**config.mk**
```make
export PLATFORM = sky130hd
export DESIGN_NAME = fetch_unit_flat
export DESIGN_NICKNAME = d
export VERILOG_FILES = /design/src/rtl/fetch_pkg.sv /design/src/rtl/fetch_unit_if.sv /design/src/rtl/fetch_unit_next_pc_sel.sv /design/src/rtl/fetch_unit.sv /design/src/flat_wrapper.sv
export SDC_FILE = /design/constraint.sdc
export NUM_CORES = 1
export LEC_CHECK = 0
export CORE_ASPECT_RATIO = 1.4
export CORE_MARGIN = 1
export CORE_UTILIZATION = 32
export DETAILED_ROUTE_END_ITERATION = 8
export DONT_BUFFER_PORTS = 1
export GPL_TIMING_DRIVEN = 0
export PLACE_DENSITY = 0.51
export SETUP_SLACK_MARGIN = 0.5
export SYNTH_ARGS = -nofsm -noshare
export SYNTH_HDL_FRONTEND = slang
export SYNTH_HIERARCHICAL = 1
export SYNTH_SLANG_ARGS = --single-unit
```
**constraint.sdc**
```tcl
create_clock -name clk -period 3 [get_ports clk]
set_clock_uncertainty 0.05 [all_clocks]
set_input_delay 0.75 -clock clk [delete_from_list [all_inputs] [get_ports clk]]
set_output_delay 0.75 -clock clk [all_outputs]
set_load 0.02 [all_outputs]
```
**src/rtl/fetch_pkg.sv**
```systemverilog
// Shared types and constants for the instruction-fetch sequencer.
// Optional feature macro: FETCH_MISALIGN_TRAP_EN (adds the TRAP state).
package fetch_pkg;

  localparam int unsigned XLEN = 32;

  typedef logic [XLEN-1:0] word_t;

  localparam word_t PC_STEP          = 32'd4;
  localparam word_t DEFAULT_RESET_PC = 32'h0000_0000;

  typedef enum logic [2:0] {
    ST_IDLE,
    ST_REQ,
    ST_WAIT,
    ST_VALID
`ifdef FETCH_MISALIGN_TRAP_EN
    , ST_TRAP
`endif
  } state_t;

  function automatic logic is_misaligned(input word_t addr);
    return addr[1:0] != 2'b00;
  endfunction

endpackage

```
**src/rtl/fetch_unit_if.sv**
```systemverilog
// Request/grant/response instruction-memory port; the fetch unit is the master.
interface fetch_imem_if;
  import fetch_pkg::*;

  logic  req;
  word_t addr;
  logic  gnt;
  logic  rvalid;
  word_t rdata;

  modport master (output req, addr, input gnt, rvalid, rdata);
  modport slave  (input req, addr, output gnt, rvalid, rdata);

endinterface

```
**src/rtl/fetch_unit_next_pc_sel.sv**
```systemverilog
// Next-PC priority mux: jump over branch over sequential, with alignment handling.
// Optional feature macro: FETCH_MISALIGN_TRAP_EN (raw target passed through).
module next_pc_sel
  import fetch_pkg::*;
(
  input  logic  i_jump,
  input  word_t i_jump_target,
  input  logic  i_branch,
  input  word_t i_branch_target,
  input  word_t i_instr_pc,
  output word_t o_next_pc
);

  word_t w_raw_pc;

  always_comb begin
    if (i_jump) begin
      w_raw_pc = i_jump_target;
    end else if (i_branch) begin
      w_raw_pc = i_branch_target;
    end else begin
      w_raw_pc = i_instr_pc + PC_STEP;  // wraps modulo 2^32
    end
  end

`ifdef FETCH_MISALIGN_TRAP_EN
  // The offending address must survive so the trap can report it.
  assign o_next_pc = w_raw_pc;
`else
  assign o_next_pc = w_raw_pc & ~word_t'(3);
`endif

endmodule

```
**src/rtl/fetch_unit.sv**
```systemverilog
// Instruction-fetch sequencer: owns the PC, runs one imem request at a time.
// Optional feature macro: FETCH_MISALIGN_TRAP_EN (sticky AlignErr + TRAP state).
module fetch_unit
  import fetch_pkg::*;
#(
  parameter word_t RESET_PC = DEFAULT_RESET_PC
) (
  input  logic          clk,
  input  logic          rst_n,
  input  logic          PCSrc,
  input  word_t         BranchTarget,
  input  logic          Jump,
  input  word_t         JumpTarget,
  input  logic          Stall,
  fetch_imem_if.master  imem,
  output word_t         Instr,
  output word_t         InstrPC,
  output logic          InstrValid,
  output word_t         PC,
  output logic          AlignErr
);

  state_t r_state;
  state_t w_state_next;
  word_t  r_pc;
  word_t  r_instr;
  word_t  r_instr_pc;
  word_t  w_next_pc;
  logic   w_load_pc;
  logic   w_load_instr;

  next_pc_sel u_next_pc_sel (
    .i_jump          (Jump),
    .i_jump_target   (JumpTarget),
    .i_branch        (PCSrc),
    .i_branch_target (BranchTarget),
    .i_instr_pc      (r_instr_pc),
    .o_next_pc       (w_next_pc)
  );

  // NOTE: every signal written here gets a default first so no latch is inferred.
  always_comb begin
    w_state_next = r_state;
    w_load_pc    = 1'b0;
    w_load_instr = 1'b0;
    case (r_state)
      ST_IDLE:  w_state_next = ST_REQ;
      ST_REQ:   if (imem.gnt) w_state_next = ST_WAIT;
      ST_WAIT: begin
        if (imem.rvalid) begin
          w_load_instr = 1'b1;
          w_state_next = ST_VALID;
        end
      end
      ST_VALID: begin
        if (!Stall) begin
          w_load_pc    = 1'b1;
          w_state_next = ST_REQ;
`ifdef FETCH_MISALIGN_TRAP_EN
          if (is_misaligned(w_next_pc)) w_state_next = ST_TRAP;
`endif
        end
      end
`ifdef FETCH_MISALIGN_TRAP_EN
      ST_TRAP:  w_state_next = ST_TRAP;
`endif
      default:  w_state_next = ST_IDLE;
    endcase
  end

  // NOTE: sequential state uses non-blocking assignments so all registers
  // update together from pre-edge values.
  always_ff @(posedge clk or negedge rst_n) begin
    if (!rst_n) begin
      r_state <= ST_IDLE;
    end else begin
      r_state <= w_state_next;
    end
  end

  always_ff @(posedge clk or negedge rst_n) begin
    if (!rst_n) begin
      r_pc       <= RESET_PC;
      r_instr    <= '0;
      r_instr_pc <= RESET_PC;
    end else begin
      if (w_load_pc) r_pc <= w_next_pc;
      if (w_load_instr) begin
        r_instr    <= imem.rdata;
        r_instr_pc <= r_pc;
      end
    end
  end

`ifdef FETCH_MISALIGN_TRAP_EN
  logic r_align_err;

  always_ff @(posedge clk or negedge rst_n) begin
    if (!rst_n) begin
      r_align_err <= 1'b0;
    end else if (w_load_pc && is_misaligned(w_next_pc)) begin
      r_align_err <= 1'b1;
    end
  end

  assign AlignErr = r_align_err;
`else
  assign AlignErr = 1'b0;
`endif

  // Address comes straight from the PC register, so it is stable until granted.
  assign imem.req   = (r_state == ST_REQ);
  assign imem.addr  = r_pc;
  assign Instr      = r_instr;
  assign InstrPC    = r_instr_pc;
  assign InstrValid = (r_state == ST_VALID);
  assign PC         = r_pc;

endmodule

```
**src/flat_wrapper.sv**
```systemverilog
// flat-port wrapper written by rule: the top's interface ports become plain ports
module fetch_unit_flat import fetch_pkg::*;
#(
  parameter word_t RESET_PC = DEFAULT_RESET_PC
)
  (clk, rst_n, PCSrc, BranchTarget, Jump, JumpTarget, Stall, Instr, InstrPC, InstrValid, PC, AlignErr, imem_req, imem_addr, imem_gnt, imem_rvalid, imem_rdata);
  fetch_imem_if imem_i ();
  input  logic clk;
  input  logic rst_n;
  input  logic PCSrc;
  input  word_t BranchTarget;
  input  logic Jump;
  input  word_t JumpTarget;
  input  logic Stall;
  output word_t Instr;
  output word_t InstrPC;
  output logic InstrValid;
  output word_t PC;
  output logic AlignErr;
  output wire logic [$bits(imem_i.req)-1:0] imem_req;
  output wire logic [$bits(imem_i.addr)-1:0] imem_addr;
  input wire logic [$bits(imem_i.gnt)-1:0] imem_gnt;
  input wire logic [$bits(imem_i.rvalid)-1:0] imem_rvalid;
  input wire logic [$bits(imem_i.rdata)-1:0] imem_rdata;
  assign imem_req = imem_i.req;
  assign imem_addr = imem_i.addr;
  assign imem_i.gnt = imem_gnt;
  assign imem_i.rvalid = imem_rvalid;
  assign imem_i.rdata = imem_rdata;
  fetch_unit #(.RESET_PC(RESET_PC)) u_core (.clk(clk), .rst_n(rst_n), .PCSrc(PCSrc), .BranchTarget(BranchTarget), .Jump(Jump), .JumpTarget(JumpTarget), .Stall(Stall), .imem(imem_i), .Instr(Instr), .InstrPC(InstrPC), .InstrValid(InstrValid), .PC(PC), .AlignErr(AlignErr));
endmodule
```
==> results_dict.tcl <==
set metrics [dict create \
    status "complete, no violations" \
    gr-max-usage-layer "met2" \
    post_drt_wl_per_cell_um 21.04 \
    io_pins 234 \
    gp_congestion 0.7550 \
    antenna_found_initial 0 \
    vias 3431 \
    fmax_mhz 420.6 \
    netlist_instances 431 \
    yosys.area_share.adder 0.01202 \
    rsz0062_at_grt "true" \
    cp-end-kind "flop" \
    gr-usage-met3 0.04222 \
    final.setup.worst_slack_ps 622.6 \
    path_buf_inv 0 \
    path_class "reg -> reg" \
    seq_area_frac_synth 0.4713 \
    cts_max_path_buffers 2 \
    cts.sink_count 98 \
    cts_hold_buf 0 \
    synth_compound_area_frac 0.06540 \
    syn_area_um2 5204 \
    slew_viol_final 0 \
    crit_slowest_cell "dfrtp_1" \
    nFillCells 1557 \
    die_x_um 109.8 \
    drt_wl_total_um 13640 \
    synthDistinctLibCells 41 \
    vias_per_cell 5.295 \
    ys.warnings.count 6 \
    rows 54 \
    grt_max_degree 99 \
    ir_drop_uv 463.0 \
    critical_path.startpoint "u_core/InstrPC[6]" \
    die_area_um2 16780 \
    powerDensity_nw_per_um2 1180 \
    drc 0 \
    layout_common_cells "96 x dfrtp_1, 81 x mux2_2, 39 x buf_4, 20 x o21ai_0, 19 x nand2_1" \
    synth_top_family_by_area "multiplexers" \
    use_met2 0.2941 \
    grt_overflow 0 \
    cp.required_ps 3190 \
    netlist.area_leader.share 0.4713 \
    worst_slew_pin_slew_ps 653.2 \
    fin_crit_sh 0.7925 \
    worstPathArrival_ps 2560 \
    io_buffers 0 \
    worstPathCellList "nand3_1 -> nor3_2 -> nand4_1 -> xor2_1 -> o21ai_0 -> mux2_4" \
    coreArea_um2 15740 \
    total_power_w 0.006812 \
    hold_viol 0 \
    crit_path_max_fanout 7 \
    synth-xor-area-share 0.04039 \
    setup_tns_ps 0 \
    dp_worst_setup_slack_ps 298.0 \
    synth_area_leaders "dfrtp_1 47%, mux2_2 18%, buf_4 5.0%" \
    synthSimpleGateAreaFrac 0.08993 \
    yosys.area.top_type "dfrtp_1" \
    dp_hpwl_um 10150 \
    grt_pass1_vias 3470 \
    maxCapViolations 0 \
    critical-path-top-delay-family "simple AND/OR/NAND/NOR gates" \
    cts_tree "yes" \
    muxShareOfSynthArea 0.2337 \
    diodes 0 \
    start_kind "flop" \
    relSlewSlack 0.5645 \
    drive_gt1_frac 0.3739 \
    grt_pass1_wl_um 20300 \
    cts_buffers 9 \
    grt_util_met1 0.1838 \
    final_common_cell "dfrtp_1" \
    area_growth_pct 10.99 \
    fin_util 0.3669 \
    fin_crit_ps 2377 \
    drtIter0Drc 103 \
    p_leak_nw 2.495 \
    die_y_um 152.9 \
    clkTransAtPathRegs_ps 70 \
    htree_levels 3 \
    dr.pass1.iters 4 \
    layout.nets 555 \
    final-setup-viol-count 0 \
    clk_latency_ps 360 \
    ant_nets 0 \
    start_util 0.3306 \
    grt_use_total 0.1643 \
    synth.avg_cell_area_um2 12.07 \
    synth-seq-cells 98 \
    cp_slowest_stage_delay_ps 580 \
    cts_root_buf "clkbuf_16" \
    min_path_type "in -> async" \
    reg2reg_from "u_core/InstrPC[6]" \
]
[area by class of cell]
class / instances / area (um^2) / area share
clock buffers: 10 / 229.0 / 0.03964
flip-flops and latches: 98 / 2455 / 0.4250
inverters: 6 / 22.52 / 0.003899
multi-input cells: 272 / 2322 / 0.4021
repair buffers: 4 / 30.03 / 0.005199
plain buffers: 56 / 424.2 / 0.07344
clock inverters: 6 / 47.55 / 0.008232
well taps: 196 / 245.2 / 0.04246
[Yosys cell counts, drive strengths merged]
| master | n |
|---|---|
| nor2 | 8 |
| a21o | 2 |
| inv | 5 |
| o21ai | 20 |
| ha | 5 |
| nor4 | 3 |
| nand4b | 1 |
| o221ai | 2 |
| nor3 | 3 |
| clkbuf | 14 |
| buf | 42 |
| dfrtp | 98 |
| and3 | 4 |
| conb | 2 |
| and4 | 3 |
| or4 | 1 |
| mux2 | 98 |
| or2 | 1 |
| xor2 | 17 |
| and2 | 1 |
| nand4 | 13 |
| o22ai | 5 |
| a31o | 1 |
| nor2b | 5 |
| nand2 | 20 |
| mux2i | 6 |
| nand3 | 17 |
| o31ai | 3 |
| xnor2 | 7 |
| a21oi | 11 |
| clkinv | 1 |
| a22oi | 12 |
[sequential cells by signal, summed over array words and instances (netlist names)]
| signal | count |
|---|---|
| u_core/Instr | 32 |
| u_core/InstrPC | 32 |
| u_core/PC | 32 |
| u_core/r_state | 2 |
[power by group]
| group | switching, W | internal (W) | leakage (nW) |
|---|---|---|---|
| Clock | 0.000544 | 0.000572 | 0.134 |
| Combinational | 0.000929 | 0.00120 | 1.18 |
| Sequential | 0.00160 | 0.00197 | 1.19 |
| Total | 0.00307 | 0.00374 | 2.50 |
[cell families (layout without fill, tap and decap cells)]
logic type / Yosys count / after routing
AND/OR/NAND/NOR: 80 / 80
XOR/XNOR: 24 / 24
AO/OA/AOI/OAI: 56 / 56
multiplexers: 104 / 104
adder cells (fa/ha/maj): 5 / 5
buffers and inverters: 62 / 82
other: 2 / 3
flip-flops: 98 / 98
[per-stage QoR]
step / hold WS, ps / cell area, um^2 / std cells
after global placement: 406.6 / 5453 / 628
after CTS: 13.33 / 5759 / 646
after global routing: 14.13 / 5776 / 648
after floorplan: 404.4 / 5207 / 432
final: 32.59 / 5776 / 648
after detailed placement: 406.2 / 5453 / 628
[final timing paths]
check,to,slack [ps],depth (start not counted)
max,u_core/PC[31],620,6
min,u_core/PC[10],30,0
max reg2reg,u_core/PC[31],620,6
min reg2reg,u_core/r_state[1],560,2
max in group asynchronous,u_core/Instr[2],2720,0
min in group clk,u_core/Instr[21],480,1
[routing by layer]
layer  up-vias  wire length, um
li1       1534                -
met1      1753             5300
met2       126             7441
met3        18              662
met4         0              231
met5         -                0
[timing repair]
item	in CTS	in global routing
cloned	0	0
setup buffers	2	2
setup endpoints to repair	14	10
pin swaps	1	1
resized for setup	3	1
No activity file was read; power rests on OpenSTA's default activity.
